[src/rtl/teclado_atm_pkg.sv]
// teclado_atm_pkg: shared constants and types for the ATM keypad front-end.
//   - key codes for ENTER / BORRAR
//   - debounce FSM state encoding
//   - decimal base used by the amount accumulator
//   - es_digito(): true for key codes 0x0-0x9
package teclado_atm_pkg;

   localparam logic [3:0]  TECLA_ENTER  = 4'hA;
   localparam logic [3:0]  TECLA_BORRAR = 4'hB;
   localparam logic [35:0] BASE_DECIMAL = 36'd10;

   typedef enum logic [1:0] {
      REPOSO,
      ANTIRREBOTE_PRESION,
      PRESIONADA,
      ANTIRREBOTE_LIBERACION
   } estado_t;

   function automatic logic es_digito(input logic [3:0] t);
      return (t <= 4'd9);
   endfunction

endpackage

[src/rtl/teclado_atm_antirrebote.sv]
// antirrebote: 2-flop synchronizer plus press/release debounce FSM.
// Ports:
//   clk, rst            clock, asynchronous active-high reset
//   tecla_valida_i      raw key-down level (asynchronous)
//   tecla_i[3:0]        raw key code (asynchronous)
//   tecla_aceptada_o    one-cycle pulse in the cycle a press is accepted
//   tecla_o[3:0]        code of the accepted key (valid with the pulse)
module antirrebote
   import teclado_atm_pkg::*;
#(
   parameter int DEBOUNCE_CICLOS = 4
) (
   input  logic       clk,
   input  logic       rst,
   input  logic       tecla_valida_i,
   input  logic [3:0] tecla_i,
   output logic       tecla_aceptada_o,
   output logic [3:0] tecla_o
);

   localparam int CW = $clog2(DEBOUNCE_CICLOS + 1);
   localparam logic [CW-1:0] CNT_FIN = CW'(DEBOUNCE_CICLOS);

   logic          valida_s1_q, valida_s2_q;
   logic [3:0]    tecla_s1_q, tecla_s2_q;
   estado_t       estado_q;
   logic [CW-1:0] cnt_q;
   logic [3:0]    codigo_q;

   always_ff @(posedge clk or posedge rst) begin
      if (rst) begin
         valida_s1_q <= 1'b0;
         valida_s2_q <= 1'b0;
         tecla_s1_q  <= '0;
         tecla_s2_q  <= '0;
      end else begin
         valida_s1_q <= tecla_valida_i;
         valida_s2_q <= valida_s1_q;
         tecla_s1_q  <= tecla_i;
         tecla_s2_q  <= tecla_s1_q;
      end
   end

   always_ff @(posedge clk or posedge rst) begin
      if (rst) begin
         estado_q <= REPOSO;
         cnt_q    <= '0;
         codigo_q <= '0;
      end else begin
         case (estado_q)
            REPOSO: if (valida_s2_q) begin
               estado_q <= ANTIRREBOTE_PRESION;
               codigo_q <= tecla_s2_q;
               cnt_q    <= CW'(1);
            end
            ANTIRREBOTE_PRESION: begin
               if (!valida_s2_q)                estado_q <= REPOSO;
               else if (tecla_s2_q != codigo_q) begin
                  // code moved under a held key: restart stability window
                  codigo_q <= tecla_s2_q;
                  cnt_q    <= CW'(1);
               end
               else if (cnt_q == CNT_FIN)       estado_q <= PRESIONADA;
               else                             cnt_q    <= cnt_q + CW'(1);
            end
            PRESIONADA: if (!valida_s2_q) begin
               estado_q <= ANTIRREBOTE_LIBERACION;
               cnt_q    <= CW'(1);
            end
            ANTIRREBOTE_LIBERACION: begin
               if (valida_s2_q)           estado_q <= PRESIONADA;
               else if (cnt_q == CNT_FIN) estado_q <= REPOSO;
               else                       cnt_q    <= cnt_q + CW'(1);
            end
            default: estado_q <= REPOSO;
         endcase
      end
   end

   // Decode of the press->held transition; the consumer registers its strobes
   // from this so each strobe lands exactly one cycle after acceptance.
   assign tecla_aceptada_o = (estado_q == ANTIRREBOTE_PRESION) && valida_s2_q &&
                             (tecla_s2_q == codigo_q) && (cnt_q == CNT_FIN);
   assign tecla_o = codigo_q;

endmodule

[src/rtl/teclado_atm.sv]
// teclado_atm: keypad front-end for the ATM transaction FSM.
// PIN mode strobes single digits; amount mode accumulates a decimal amount
// into a 32-bit binary value committed on ENTER.
// Optional feature macro: TECLADO_TIMEOUT_EN (amount-mode inactivity timeout).
// Ports:
//   CLK, RESET          clock, asynchronous active-high reset
//   Tecla_Valida, Tecla raw keypad level and code (asynchronous)
//   Modo_Monto          0 = PIN entry, 1 = amount entry
//   Digito, Digito_STB  accepted PIN digit and its one-cycle strobe
//   Monto, Monto_STB    committed amount and its one-cycle strobe
//   Desborde            sticky overflow flag for the amount in progress
//   Tiempo_Agotado      one-cycle timeout pulse (0 without the feature)
module teclado_atm
   import teclado_atm_pkg::*;
#(
   parameter int DEBOUNCE_CICLOS = 4,
   parameter int MAX_DIGITOS     = 10,
   parameter int TIMEOUT_CICLOS  = 1000
) (
   input  logic        CLK,
   input  logic        RESET,
   input  logic        Tecla_Valida,
   input  logic [3:0]  Tecla,
   input  logic        Modo_Monto,
   output logic [3:0]  Digito,
   output logic        Digito_STB,
   output logic [31:0] Monto,
   output logic        Monto_STB,
   output logic        Desborde,
   output logic        Tiempo_Agotado
);

   localparam int NW = $clog2(MAX_DIGITOS + 1);
   localparam logic [NW-1:0] N_MAX = NW'(MAX_DIGITOS);

   logic          acept;
   logic [3:0]    tecla;
   logic [35:0]   siguiente;
   logic          modo_cambio;

   logic [31:0]   acc_q, acc_d;
   logic [NW-1:0] cnt_q, cnt_d;
   logic          desb_q, desb_d;
   logic [3:0]    digito_q, digito_d;
   logic          digito_stb_q, digito_stb_d;
   logic [31:0]   monto_q, monto_d;
   logic          monto_stb_q, monto_stb_d;
   logic          modo_q;

   antirrebote #(.DEBOUNCE_CICLOS(DEBOUNCE_CICLOS)) u_antirrebote (
      .clk              (CLK),
      .rst              (RESET),
      .tecla_valida_i   (Tecla_Valida),
      .tecla_i          (Tecla),
      .tecla_aceptada_o (acept),
      .tecla_o          (tecla)
   );

   assign modo_cambio = (Modo_Monto != modo_q);
   // 36 bits hold 0xFFFF_FFFF*10+9 without wrapping
   assign siguiente   = 36'(acc_q) * BASE_DECIMAL + 36'(tecla);

`ifdef TECLADO_TIMEOUT_EN
   localparam int TW = $clog2(TIMEOUT_CICLOS + 1);
   logic [TW-1:0] inact_q, inact_d;
   logic          tiempo_q, tiempo_d;
`endif

   always_comb begin
      acc_d        = acc_q;
      cnt_d        = cnt_q;
      desb_d       = desb_q;
      digito_d     = digito_q;
      digito_stb_d = 1'b0;
      monto_d      = monto_q;
      monto_stb_d  = 1'b0;
`ifdef TECLADO_TIMEOUT_EN
      inact_d      = '0;
      tiempo_d     = 1'b0;
`endif
      if (modo_cambio) begin
         // mode switch discards any partial amount and any coincident key
         acc_d  = '0;
         cnt_d  = '0;
         desb_d = 1'b0;
      end else if (acept) begin
         if (!Modo_Monto) begin
            if (es_digito(tecla)) begin
               digito_d     = tecla;
               digito_stb_d = 1'b1;
            end
         end else if (es_digito(tecla)) begin
            if (!desb_q && cnt_q != N_MAX) begin
               if (siguiente[35:32] != 4'd0) desb_d = 1'b1;
               else begin
                  acc_d = siguiente[31:0];
                  cnt_d = cnt_q + NW'(1);
               end
            end
         end else if (tecla == TECLA_ENTER) begin
            if (cnt_q != '0 && !desb_q) begin
               monto_d     = acc_q;
               monto_stb_d = 1'b1;
               acc_d       = '0;
               cnt_d       = '0;
            end
         end else if (tecla == TECLA_BORRAR) begin
            acc_d  = '0;
            cnt_d  = '0;
            desb_d = 1'b0;
         end
      end
`ifdef TECLADO_TIMEOUT_EN
      // counter idles at 0 whenever a key is accepted or no amount is pending
      else if (Modo_Monto && cnt_q != '0) begin
         if (inact_q == TW'(TIMEOUT_CICLOS)) begin
            acc_d    = '0;
            cnt_d    = '0;
            desb_d   = 1'b0;
            tiempo_d = 1'b1;
         end else begin
            inact_d = inact_q + TW'(1);
         end
      end
`endif
   end

   always_ff @(posedge CLK or posedge RESET) begin
      if (RESET) begin
         acc_q        <= '0;
         cnt_q        <= '0;
         desb_q       <= 1'b0;
         digito_q     <= '0;
         digito_stb_q <= 1'b0;
         monto_q      <= '0;
         monto_stb_q  <= 1'b0;
         modo_q       <= 1'b0;
      end else begin
         acc_q        <= acc_d;
         cnt_q        <= cnt_d;
         desb_q       <= desb_d;
         digito_q     <= digito_d;
         digito_stb_q <= digito_stb_d;
         monto_q      <= monto_d;
         monto_stb_q  <= monto_stb_d;
         modo_q       <= Modo_Monto;
      end
   end

`ifdef TECLADO_TIMEOUT_EN
   always_ff @(posedge CLK or posedge RESET) begin
      if (RESET) begin
         inact_q  <= '0;
         tiempo_q <= 1'b0;
      end else begin
         inact_q  <= inact_d;
         tiempo_q <= tiempo_d;
      end
   end
   assign Tiempo_Agotado = tiempo_q;
`else
   assign Tiempo_Agotado = 1'b0;
`endif

   assign Digito     = digito_q;
   assign Digito_STB = digito_stb_q;
   assign Monto      = monto_q;
   assign Monto_STB  = monto_stb_q;
   assign Desborde   = desb_q;

endmodule

[config.mk]
export PLATFORM = sky130hd
export DESIGN_NAME = teclado_atm
export DESIGN_NICKNAME = d
export VERILOG_FILES = /design/src/rtl/teclado_atm_pkg.sv /design/src/rtl/teclado_atm_antirrebote.sv /design/src/rtl/teclado_atm.sv
export SDC_FILE = /design/constraint.sdc
export NUM_CORES = 1
export LEC_CHECK = 0
export CAP_MARGIN = 40
export CORE_MARGIN = 2
export CORE_UTILIZATION = 61
export DETAILED_ROUTE_END_ITERATION = 12
export PLACE_DENSITY = 0.82
export SETUP_SLACK_MARGIN = 0.1
export SYNTH_ARGS = -nofsm -noshare
export SYNTH_HDL_FRONTEND = slang
export SYNTH_SLANG_ARGS = --single-unit
[constraint.sdc]
create_clock -name CLK -period 5.2 [get_ports CLK]
set_input_delay 0.78 -clock CLK [delete_from_list [all_inputs] [get_ports CLK]]
set_output_delay 0.78 -clock CLK [all_outputs]
set_load 0.005 [all_outputs]
# Word-level counts from Yosys, hierarchy flattened
# Cells that the tools add are included.
# op_classes
add_sub_neg	3
reduce_logical	21
multipliers	1
eq_ne	23
mux	55
magnitude_cmp	1
bitwise	3
# ops
operator	n
$mux W32	9
$mux W4	12
$add A36 B4 Y36	1
$mul A32 B3 Y35 const B	1
$mux W1	18
$mux W3	6
$reduce_and A6 Y1	3
$mux W2	7
$ne A3 B3 Y1 const B	4
$pmux W3 S4	1
$reduce_and A4 Y1	3
$reduce_bool A4 Y1	3
$eq A4 B4 Y1 const B	2
$pmux W2 S4	1
$pmux W4 S2	1
$ne A2 B1 Y1 const B	3
$ne A3 B2 Y1 const B	2
$reduce_bool A2 Y1	3
$logic_and A1 B1 Y1	5
$reduce_and A5 Y1	1
$add A4 B1 Y4 const B	1
$eq A2 B2 Y1 const B	2
$eq A4 B4 Y1	1
$le A4 B4 Y1 const B	1
other kinds (13)	16
# totals
regBits	95
input_bits	8
elab_cells	122

# Depth between registers and ports, before layout
# Gate-level depths: netlist of run 1.
# depth
depth_word	9
depth_mapped	17
ltp_nobuf	14

# Modules after synthesis
# Synthesis of run 1 repeated with hierarchy kept, for this count alone.
# unflattened
cells_unflattened	698
hier_area_um2	6972.9
# modules_own_cells
mod	area_each_um2	instances	cells_per_inst
teclado_atm	6226.0	1	645
antirrebote	747.0	1	53

# Worst setup path after synthesis of run 1
# Ideal clock, no wire load.
# synth_path
kind	register to register
start	register acc_q[1]
end	register acc_q[10]
slack_ns	0.707
setup_time_ns	0.125
required_ns	5.075
stages_incl_launch_ff	16
period_less_slack_ns	4.493
arrival_time_ns	4.368
cell_sequence	dfrtp_1 -> ha_1 -> ha_1 -> fa_1 -> a211o_1 -> a21o_2 -> o21ai_0 -> xor2_1 -> nor4_4 -> and3_1 -> nand3_4 -> or4_1 -> nand2_1 -> a31oi_4 -> buf_6 -> mux2_4
# synth_between
elab_chain_cells	8
# synth_lines
item	line_no	rtl
from (decl)	teclado_atm.sv:41	logic [31:0] acc_q, acc_d;
from (signal assigned)	teclado_atm.sv:130	acc_q <= '0;
from (signal assigned)	teclado_atm.sv:139	acc_q <= acc_d;
$mul A32 B3 Y35 *	teclado_atm.sv:61	assign siguiente = 36'(acc_q) * BASE_DECIMAL + 36'(tecla);
$add A36 B4 Y36 *	teclado_atm.sv:61	
$mux W32	teclado_atm.sv:94	if (siguiente[35:32] != 4'd0) desb_d = 1'b1;
$mux W32	teclado_atm.sv:93	if (!desb_q && cnt_q != N_MAX) begin
$mux W32	teclado_atm.sv:92	end else if (es_digito(tecla)) begin
$mux W32	teclado_atm.sv:87	if (!Modo_Monto) begin
$mux W32	teclado_atm.sv:86	end else if (acept) begin
$mux W32	teclado_atm.sv:81	if (modo_cambio) begin
# Mark *: on every way between the ends. The rest lies on a longest branch, timed or not. The select of a mux whose other input is x is not followed.
# A chain may end at the register's enable or synchronous reset.

# Worst setup path after layout of run 1
# layout_path
start	register acc_q[1]
end	register cnt_q[0]
# layout_between
elab_chain_cells	5
# layout_lines
item	line_no	rtl
$mul A32 B3 Y35	teclado_atm.sv:61	
$add A36 B4 Y36	teclado_atm.sv:61	
$reduce_bool A4 Y1	teclado_atm.sv:94	
$ne A3 B3 Y1 (no source line)	--	
$reduce_and A6 Y1 (no source line)	--	
to (signal assigned)	teclado_atm.sv:140	cnt_q <= cnt_d;
to (decl)	teclado_atm.sv:42	logic [NW-1:0] cnt_q, cnt_d;
# Every way passes these cells.

==> results of run 1 <==
==> cells by family (layout without fill, tap and decap cells) <==
family	Yosys count	count (layout)	synth area share, %
other cells	1	1	0.0521
fa+ha+maj	71	71	12.5
flops	95	95	33.0
buf+inv	51	97	3.27
xor+xnor	53	53	6.65
compound gates	173	173	17.2
simple gates	306	306	20.3
mux	38	38	6.93
==> power by group <==
| part | switching (W) | internal (W) |
|---|---|---|
| logic | 0.000507 | 0.000352 |
| clock network | 0.000278 | 0.000437 |
| registers | 0.000105 | 0.000810 |
==> area by class of cell <==
cell class	instances	area [um2]	area share, %
Multi-Input combinational cell	642	4600	56.3
Sequential cell	95	2380	29.1
Timing Repair Buffer	56	588	7.20
Clock buffer	10	239	2.93
Tap cell	143	179	2.19
Clock inverter	6	91.3	1.12
Inverter	25	95.1	1.16
==> sequential cells by signal (all words and copies together), names as in the netlist, named ones only <==
signal	flops
u_antirrebote.tecla_o	4
u_antirrebote.tecla_s1_q	4
u_antirrebote.estado_q	1
Desborde	1
Monto	32
u_antirrebote.cnt_q	3
modo_q	1
cnt_q	4
u_antirrebote.valida_s1_q	1
u_antirrebote.valida_s2_q	1
Digito_STB	1
Monto_STB	1
acc_q	32
u_antirrebote.tecla_s2_q	4
Digito	4
==> critical path, stage by stage, from the launching register on <==
cell and delay [ns]:
sky130_fd_sc_hd__dfrtp_1 0.45, sky130_fd_sc_hd__ha_1 0.32, sky130_fd_sc_hd__ha_1 0.25, sky130_fd_sc_hd__fa_1 0.42, sky130_fd_sc_hd__a211o_1 0.35, sky130_fd_sc_hd__a21o_2 0.26, sky130_fd_sc_hd__a211oi_1 0.34, sky130_fd_sc_hd__xnor2_1 0.17
sky130_fd_sc_hd__a31o_2 0.23, sky130_fd_sc_hd__and4_2 0.34, sky130_fd_sc_hd__nand4_1 0.24, sky130_fd_sc_hd__or4_1 0.48, sky130_fd_sc_hd__a22oi_1 0.41, sky130_fd_sc_hd__and2_1 0.30, sky130_fd_sc_hd__mux2_2 0.18
==> cells in the mapped netlist, drive strengths merged, types with 3 or more instances <==
cell and n:
and3 15, a21oi 41, nor3 16, ha 69, o31a 3, nand2 141, o21a 10, nand4 10
nor2b 3, o21bai 3, mux2i 3, nand2b 5, o211ai 7, a31oi 11, dfrtp 95, nand3 20
inv 25, clkbuf 11, a211oi 8, mux2 35, and4 8, o2111ai 4, xnor2 28, a211o 5
nor2 54, or3 6, buf 15, a22o 4, or2 4, o41ai 3, and2 13, xor2 25
o21ai 29, a21o 15, a2111oi 3, a31o 3, nor4 4
==> metrics by stage <==
step	util [%]	std cells	hold WS (ns)	worst slack (ns)	power [W]
global placement	67.6	956	0.332	0.529	0.00170
floorplan	-	788	0.331	0.707	0.00157
CTS	71.0	975	0.350	0.354	0.00249
finish	71.2	977	0.349	0.414	0.00249
detailed placement	68.2	959	0.336	0.353	0.00176
global route	71.2	977	0.352	0.125	0.00261
==> metal layers <==
layer  global-route usage [%]  part of all wire (%)  up-vias
met5                        0                     0        -
met3                     4.10                   5.7       54
li1                         -                     -     2917
met4                     10.9                   2.9        0
met2                     48.5                    47      234
met1                     39.3                    44     2955
==> placed cells by master, fill, tap and decap left out, types with 4 or more instances in the layout <==
master	netlist	layout
sky130_fd_sc_hd__a31oi_1	10	10
sky130_fd_sc_hd__xor2_1	24	24
sky130_fd_sc_hd__o21a_1	10	10
sky130_fd_sc_hd__and4_1	8	7
sky130_fd_sc_hd__a21oi_1	41	41
sky130_fd_sc_hd__dfrtp_1	95	95
sky130_fd_sc_hd__nand2b_1	5	5
sky130_fd_sc_hd__clkbuf_16	0	9
sky130_fd_sc_hd__a211oi_1	4	4
sky130_fd_sc_hd__mux2_4	20	20
sky130_fd_sc_hd__and3_1	15	15
sky130_fd_sc_hd__nand3_1	19	19
sky130_fd_sc_hd__or2_2	4	4
sky130_fd_sc_hd__xnor2_1	27	27
sky130_fd_sc_hd__mux2_2	14	14
sky130_fd_sc_hd__o21ai_0	25	25
sky130_fd_sc_hd__ha_1	69	69
sky130_fd_sc_hd__a21o_1	14	14
sky130_fd_sc_hd__nor2_1	54	54
sky130_fd_sc_hd__a22o_1	4	4
sky130_fd_sc_hd__o211ai_1	7	7
sky130_fd_sc_hd__and2_1	12	12
sky130_fd_sc_hd__or3_1	6	6
sky130_fd_sc_hd__inv_1	25	24
sky130_fd_sc_hd__nand4_1	9	9
sky130_fd_sc_hd__nand2_1	141	141
sky130_fd_sc_hd__buf_4	5	6
sky130_fd_sc_hd__nor3_1	16	16
sky130_fd_sc_hd__clkdlybuf4s50_1	0	46
sky130_fd_sc_hd__a211o_1	5	5
==> what timing repair did <==
action / 4_1_cts / 5_1_grt
endpoints found under the hold margin: 0 / 0
setup buffers: 0 / 2
gates resized for setup: 0 / 2
endpoints found under the setup margin: 0 / 31
==> final timing paths <==
kind                                                  start                          end  slack, ns  cells past startpoint
worst max-delay path                               acc_q[1]                     cnt_q[0]       0.41                     14
worst min-delay path            u_antirrebote.tecla_s1_q[0]  u_antirrebote.tecla_s2_q[0]       0.35                      0
worst max register to register                     acc_q[1]                     cnt_q[0]       0.41                     14
worst min register to register  u_antirrebote.tecla_s1_q[0]  u_antirrebote.tecla_s2_q[0]       0.35                      0
max in group asynchronous                             RESET                     cnt_q[3]       3.34                      4
min in group asynchronous                             RESET                     Monto[7]       0.83                      2
==> key figures, run 1 <==
Drt
  • DRT antenna net count: 0
  • Via/cell ratio: approximately 6.3
  • DR pass1 iterations: 7
  • Via count: 6,160
  • Violation count after the first detailed-routing iteration: approximately 480
  • Post-detailed-route wirelength per cell: between 15 and 20 um
  • # DRC: 0
  • Total wire length: ~18 mm

Critical path
  • Worst setup EP type: flop
  • Data arrival, critical path: between 5 and 6 ns
  • Crit Path Max Fanout: 7
  • Critical Path RT: about 5.5 ns
  • Type of the worst setup path: flop to flop
  • Setup crit start kind: flop

Timing
  • Setup tns final: 0 ns
  • Part of the cycle the worst path needs: slightly above 90%
  • Clock period minus worst slack: about 4.8 ns
  • Highest achievable clock rate: between 0.2 and 0.25 GHz
  • Normalized max-slew margin: approximately three fifths
  • Setup repair after global routing missed its margin: no
  • Final setup fails: 0
  • Clock tree skew after final layout: just over 0.008 ns
  • Least-Margin Pin Slew: slightly above 0.6 ns
  • Final hold violations: 0
  • Fin. max-slew vios: 0

Synthesis
  • Most used flip-flop cell after synthesis: sky130_fd_sc_hd__dfrtp_1
  • Leading cell types by total area after synthesis: sky130_fd_sc_hd__dfrtp_1, sky130_fd_sc_hd__ha_1, sky130_fd_sc_hd__nand2_1
  • Cell variety after synth: 77
  • Fraction of the yosys area taken by sequential cells: about a third
  • Post-Syn Nets: ~870
  • Yosys top cell area share: about a third
  • Yosys warning count: 0
  • Number of synthesized register bits: between 90 and 100
  • Average cell area after synthesis: 9.14 um2
  • Cells after Synth: slightly below 800
  • Cell type with the largest total area after synthesis: sky130_fd_sc_hd__dfrtp_1
  • Synth Cell Area: approximately 7000 um2
  • Count of flip-flops with a built-in enable after synthesis: 0
  • Share of flip-flops with an asynchronous set or reset after synthesis: 100%

Hold path
  • Classification of the worst-slack hold path: flop to flop

Clock network
  • H-tree depth: 3
  • Clock tree from TritonCTS: done
  • Total clock buffers created by CTS: 9
  • Insertion delay to the later sink of the worst-skew pair: about 0.34 ns
  • CTS sink count: between 90 and 100
  • Clk slew on worst S/H paths: around 0.070 ns
  • Hold-fix buffers at CTS: 0
  • Clk buf depth: 2
  • Clock root buffer master: sky130_fd_sc_hd__clkbuf_16

Floorplanning
  • Vertical die dimension: 113 um
  • Row cnt: 39
  • CORE AREA: about 11,000 um2
  • Starting density of the core: 62.8%
  • Number of primary I/O pins: 48
  • Die width: ~110 um
  • Total Die Area: 12,700 um2

Global routing
  • Gr usage total: between 20 and 30%
  • Pin count of the biggest net entering global routing: 37
  • Antenna violations before repair: 0
  • Wire length of the first global-routing pass: about 30 mm
  • Gr ovfl total: 0
  • Via count of the first global-routing pass: 6,067

Flow run
  • Number of max-cap violations: 0

Placed design
  • Number of buffers added on ports: 46
  • HPWL after detailed placement: between 10 and 15 mm
  • Placement-stage cell area: 7820 um2
  • Placer Congestion: just under 1

Layout
  • Area overhead of the layout relative to synthesis: 13.4%
  • Area of all placed cells without fillers: 8170 um2
  • Diode count: 0
  • Layout Nets: slightly above 900
  • Fill cell total of the finished layout: 854
  • Share of cells above drive strength 1: 10.4%

Pwr
  • Leakage power figure: between 4 and 5 nW
  • IR drop worst, VDD: 0.000386 V
  • Power density over the cells: 305 nW/um2

Run status
  • Outcome: complete, no violations
No activity file was read; power rests on OpenSTA's default activity.
==> inputs of run 2 (changes only) <==
--- a/config.mk
+++ b/config.mk
@@ -5,11 +5,12 @@
 export SDC_FILE = /design/constraint.sdc
 export NUM_CORES = 1
 export LEC_CHECK = 0
+export ABC_AREA = 1
 export CAP_MARGIN = 40
 export CORE_MARGIN = 2
 export CORE_UTILIZATION = 61
 export DETAILED_ROUTE_END_ITERATION = 12
-export PLACE_DENSITY = 0.82
+export PLACE_DENSITY_LB_ADDON = 0.12
 export SETUP_SLACK_MARGIN = 0.1
 export SYNTH_ARGS = -nofsm -noshare
 export SYNTH_HDL_FRONTEND = slang
==> run 2 against run 1 <==
- critical path type unchanged
- critical endpoint is now acc_q[14]
- synthesized area grew 9.6%
- largest power group is now combinational logic
- non-clock buffer count decreased by 5
- combinational power increased by 56%
- utilization down 1.1 points
==> key figures, run 2 <==
Drt
  • Via count: 7,811 (+27%)
  • DRT antenna net count: 0 (unchanged)
  • DR pass1 iterations: 5 (-2)
  • Total wire length: 21.1 mm (+16%)
  • Violation count after the first detailed-routing iteration: 606 (+27%)
  • Via/cell ratio: 5.40 (-14%)
  • # DRC: 0 (unchanged)
  • Post-detailed-route wirelength per cell: 14.6 um (-21%)

Global routing
  • Via count of the first global-routing pass: 7,113 (+17%)
  • Gr usage total: 31.0% (+1.7 points)
  • Wire length of the first global-routing pass: 34.9 mm (+17%)
  • Gr ovfl total: 0 (unchanged)
  • Pin count of the biggest net entering global routing: 62 (+68%)
  • Antenna violations before repair: 0 (unchanged)

Critical path
  • Setup crit start kind: flop
  • Launching point of the worst reg2reg path: acc_q[1]
  • Crit Path Max Fanout: 36 (+29)
  • Worst setup slack for register-to-register paths: 0.93 ns (+0.52 ns)
  • Cells along the critical path: ha_1, ha_1, fa_1, nand2_1, nand3_1, nand3_1, nand2_1, nand2_1, nand2_1, nor2_4, nand2_1, nor2_1, nand3_1, nor2_2, nand4_1, nand2_1, nand3_2, nand2_4, nand2_4, nand2_1, nand2_1
  • Worst setup path startpoint: acc_q[1]
  • Worst reg2reg path depth: 21 (+7)
  • Dominant delay contributor by cell family on the critical path: simple AND/OR/NAND/NOR gates
  • Type of the worst setup path: flop to flop
  • Max stage delay on crit path: 0.46 ns (-0.02 ns)
  • Data arrival, critical path: 4.51 ns (-0.55 ns)
  • Critical Path RT: 5.45 ns (-0.03 ns)
  • Slowest cell on crit path: sky130_fd_sc_hd__fa_1
  • Number of buffer and inverter stages on the critical path: 0 (unchanged)
  • CP most frequent cell: sky130_fd_sc_hd__nand2_1
  • Worst setup EP type: flop
  • Crit Reg-Reg Endpoint: acc_q[14]

Synthesis
  • Number of synthesized register bits: 95 (unchanged)
  • Cell type with the largest total area after synthesis: sky130_fd_sc_hd__dfrtp_1
  • Average cell area after synthesis: 6.44 um2 (-30%)
  • Cell variety after synth: 46 (-40%)
  • Yosys warning count: 0 (unchanged)
  • Count of flip-flops with a built-in enable after synthesis: 0 (unchanged)
  • Post-Syn Nets: 1,305 (+51%)
  • Leading cell type by number of instances after synthesis: sky130_fd_sc_hd__nand2_1
  • Most frequent cells after synthesis: sky130_fd_sc_hd__nand2_1, sky130_fd_sc_hd__inv_1, sky130_fd_sc_hd__dfrtp_1, sky130_fd_sc_hd__nand3_1, sky130_fd_sc_hd__nor2_1
  • Synth Cell Area: 7890 um2 (+9.6%)
  • Leading cell types by total area after synthesis: sky130_fd_sc_hd__dfrtp_1, sky130_fd_sc_hd__nand2_1, sky130_fd_sc_hd__ha_1
  • Most used flip-flop cell after synthesis: sky130_fd_sc_hd__dfrtp_1
  • Fraction of the yosys area taken by sequential cells: 30.1% (-2.9 points)
  • Share of flip-flops with an asynchronous set or reset after synthesis: 100% (unchanged)
  • Yosys top cell area share: 30.1% (-2.9 points)
  • Cells after Synth: 1,226 (+56%)

Pwr
  • Leakage power figure: 5.05 nW (+24%)
  • Power density over the cells: 354 nW/um2 (+16%)
  • IR drop worst, VDD: 0.000274 V (-29%)

Timing
  • Highest achievable clock rate: 0.234 GHz (+12%)
  • Normalized max-slew margin: 49.1% (-9.8 points)
  • Fin Hold WS: 0.348 ns (-0.00184 ns)
  • Clock tree skew after final layout: 0.0137 ns (+0.00557 ns)
  • Clock period minus worst slack: 4.27 ns (-0.520 ns)
  • Setup tns final: 0 ns (unchanged)
  • Setup repair after global routing missed its margin: no
  • Part of the cycle the worst path needs: 82.0% (-10 points)
  • Least-Margin Pin Slew: 0.763 ns (+0.149 ns)
  • Final hold violations: 0 (unchanged)
  • Final setup fails: 0 (unchanged)
  • Fin. max-slew vios: 0 (unchanged)

Floorplanning
  • Starting density of the core: 62.5% (-0.27 points)
  • Die width: 118 um (+4.5%)
  • Vertical die dimension: 118 um (+4.5%)
  • Total Die Area: 13,900 um2 (+9.2%)
  • Number of primary I/O pins: 48 (unchanged)
  • CORE AREA: 12,600 um2 (+10%)
  • Row cnt: 41 (+5.1%)

Layout
  • Most common cell after layout, fill and taps aside: sky130_fd_sc_hd__nand2_1
  • Fill cell total of the finished layout: 1,149 (+35%)
  • Diode count: 0 (unchanged)
  • Area overhead of the layout relative to synthesis: 12.2%
  • Share of cells above drive strength 1: 5.34% (-5.1 points)
  • Area of all placed cells without fillers: 8850 um2 (+8.4%)
  • Final core utilization: 70.2% (-1.1 points)
  • Layout Nets: 1,348 (+48%)
  • Most used cells in the layout excluding fill and tap cells: sky130_fd_sc_hd__nand2_1, sky130_fd_sc_hd__inv_1, sky130_fd_sc_hd__dfrtp_1

Clock network
  • Clock tree from TritonCTS: done
  • Clk buf depth: 2 (unchanged)
  • Hold-fix buffers at CTS: 0 (unchanged)
  • Insertion delay to the later sink of the worst-skew pair: 0.36 ns (+0.02 ns)
  • Total clock buffers created by CTS: 9 (unchanged)
  • H-tree depth: 3 (unchanged)
  • Clk slew on worst S/H paths: 0.07 ns (about the same)
  • CTS resizes: 0 (unchanged)
  • Post-CTS setup buffer count: 0 (unchanged)
  • Clock root buffer master: sky130_fd_sc_hd__clkbuf_16
  • CTS sink count: 95 (unchanged)

Placed design
  • Number of buffers added on ports: 46 (unchanged)
  • HPWL after detailed placement: 16.6 mm (+21%)
  • Placer Congestion: 1.03 (+6.5%)
  • Placement-stage cell area: 8510 um2 (+8.9%)

Run status
  • Outcome: complete, no violations

Hold path
  • Classification of the worst-slack hold path: flop to flop
  • Hold Startpoint: u_antirrebote.valida_s1_q
  • Count of cells along the worst hold path: 0 (unchanged)
  • Hold worst-path end: u_antirrebote.valida_s2_q

Flow run
  • Number of max-cap violations: 0 (unchanged)
run 2: cell count changes in the layout (fill, tap and decap cells not counted), moves of 10 or more:
cell / delta
sky130_fd_sc_hd__nor2_1: +32
sky130_fd_sc_hd__nor2_2: +14
sky130_fd_sc_hd__xor2_1: -14
sky130_fd_sc_hd__and2_1: -10
sky130_fd_sc_hd__a21o_1: -13
sky130_fd_sc_hd__mux2_2: -12
sky130_fd_sc_hd__nand2_1: +364
sky130_fd_sc_hd__inv_1: +142
sky130_fd_sc_hd__nand3_1: +73
sky130_fd_sc_hd__xnor2_1: -24
sky130_fd_sc_hd__and3_1: -12
sky130_fd_sc_hd__mux2_4: -20
sky130_fd_sc_hd__nand4_1: +16
run 2: worst max-delay path by stage:
stage,endpoint,slack [ns],cells after the start
2_1_floorplan,acc_q[1],1.77,23
6_report,acc_q[14],0.93,21
3_3_place_gp,acc_q[26],1.09,21
5_1_grt,acc_q[14],0.54,21
4_1_cts,acc_q[14],0.98,21
3_5_place_dp,acc_q[29],1.06,21
run 2: cell families (layout without fill, tap and decap cells):
group	after synthesis	in the layout	synth area share (%)
compound gates	74	74	5.20
xor+xnor	13	13	1.44
fa+ha+maj	71	71	11.4
buf+inv	197	245	9.84
flops	95	95	30.1
mux	3	3	0.412
other cells	1	1	0.0475
simple gates	772	772	41.5
run 2: routing by layer:
metal / wire length (um) / global-route usage (%)
met2: 9600 / 49.9
met3: 1310 / 4.36
met5: 0 / 0
met1: 9270 / 41.0
met4: 925 / 15.0
run 2: power breakdown:
part / leakage [nW] / switching, W / internal (W)
Sequential: 1.28 / 0.000161 / 0.000852
Combinational: 3.61 / 0.000888 / 0.000454
Clock: 0.164 / 0.000302 / 0.000474
run 2: layout make-up:
cell class	count	area [um2]	area share, %
clock inverters	6	115	1.30
clock buffers	10	229	2.59
repair buffers	51	505	5.71
flip-flops and latches	95	2380	26.9
inverters	178	671	7.57
well taps	172	215	2.43
multi-input cells	934	4740	53.5
run 2: through the flow:
step | power (W) | instances | worst slack (ns)
2_1_floorplan | 0.00202 | 1226 | 1.77
3_3_place_gp | 0.00231 | 1429 | 1.09
3_5_place_dp | 0.00235 | 1430 | 1.06
4_1_cts | 0.00313 | 1446 | 0.980
5_1_grt | 0.00336 | 1446 | 0.540
6_report | 0.00313 | 1446 | 0.934
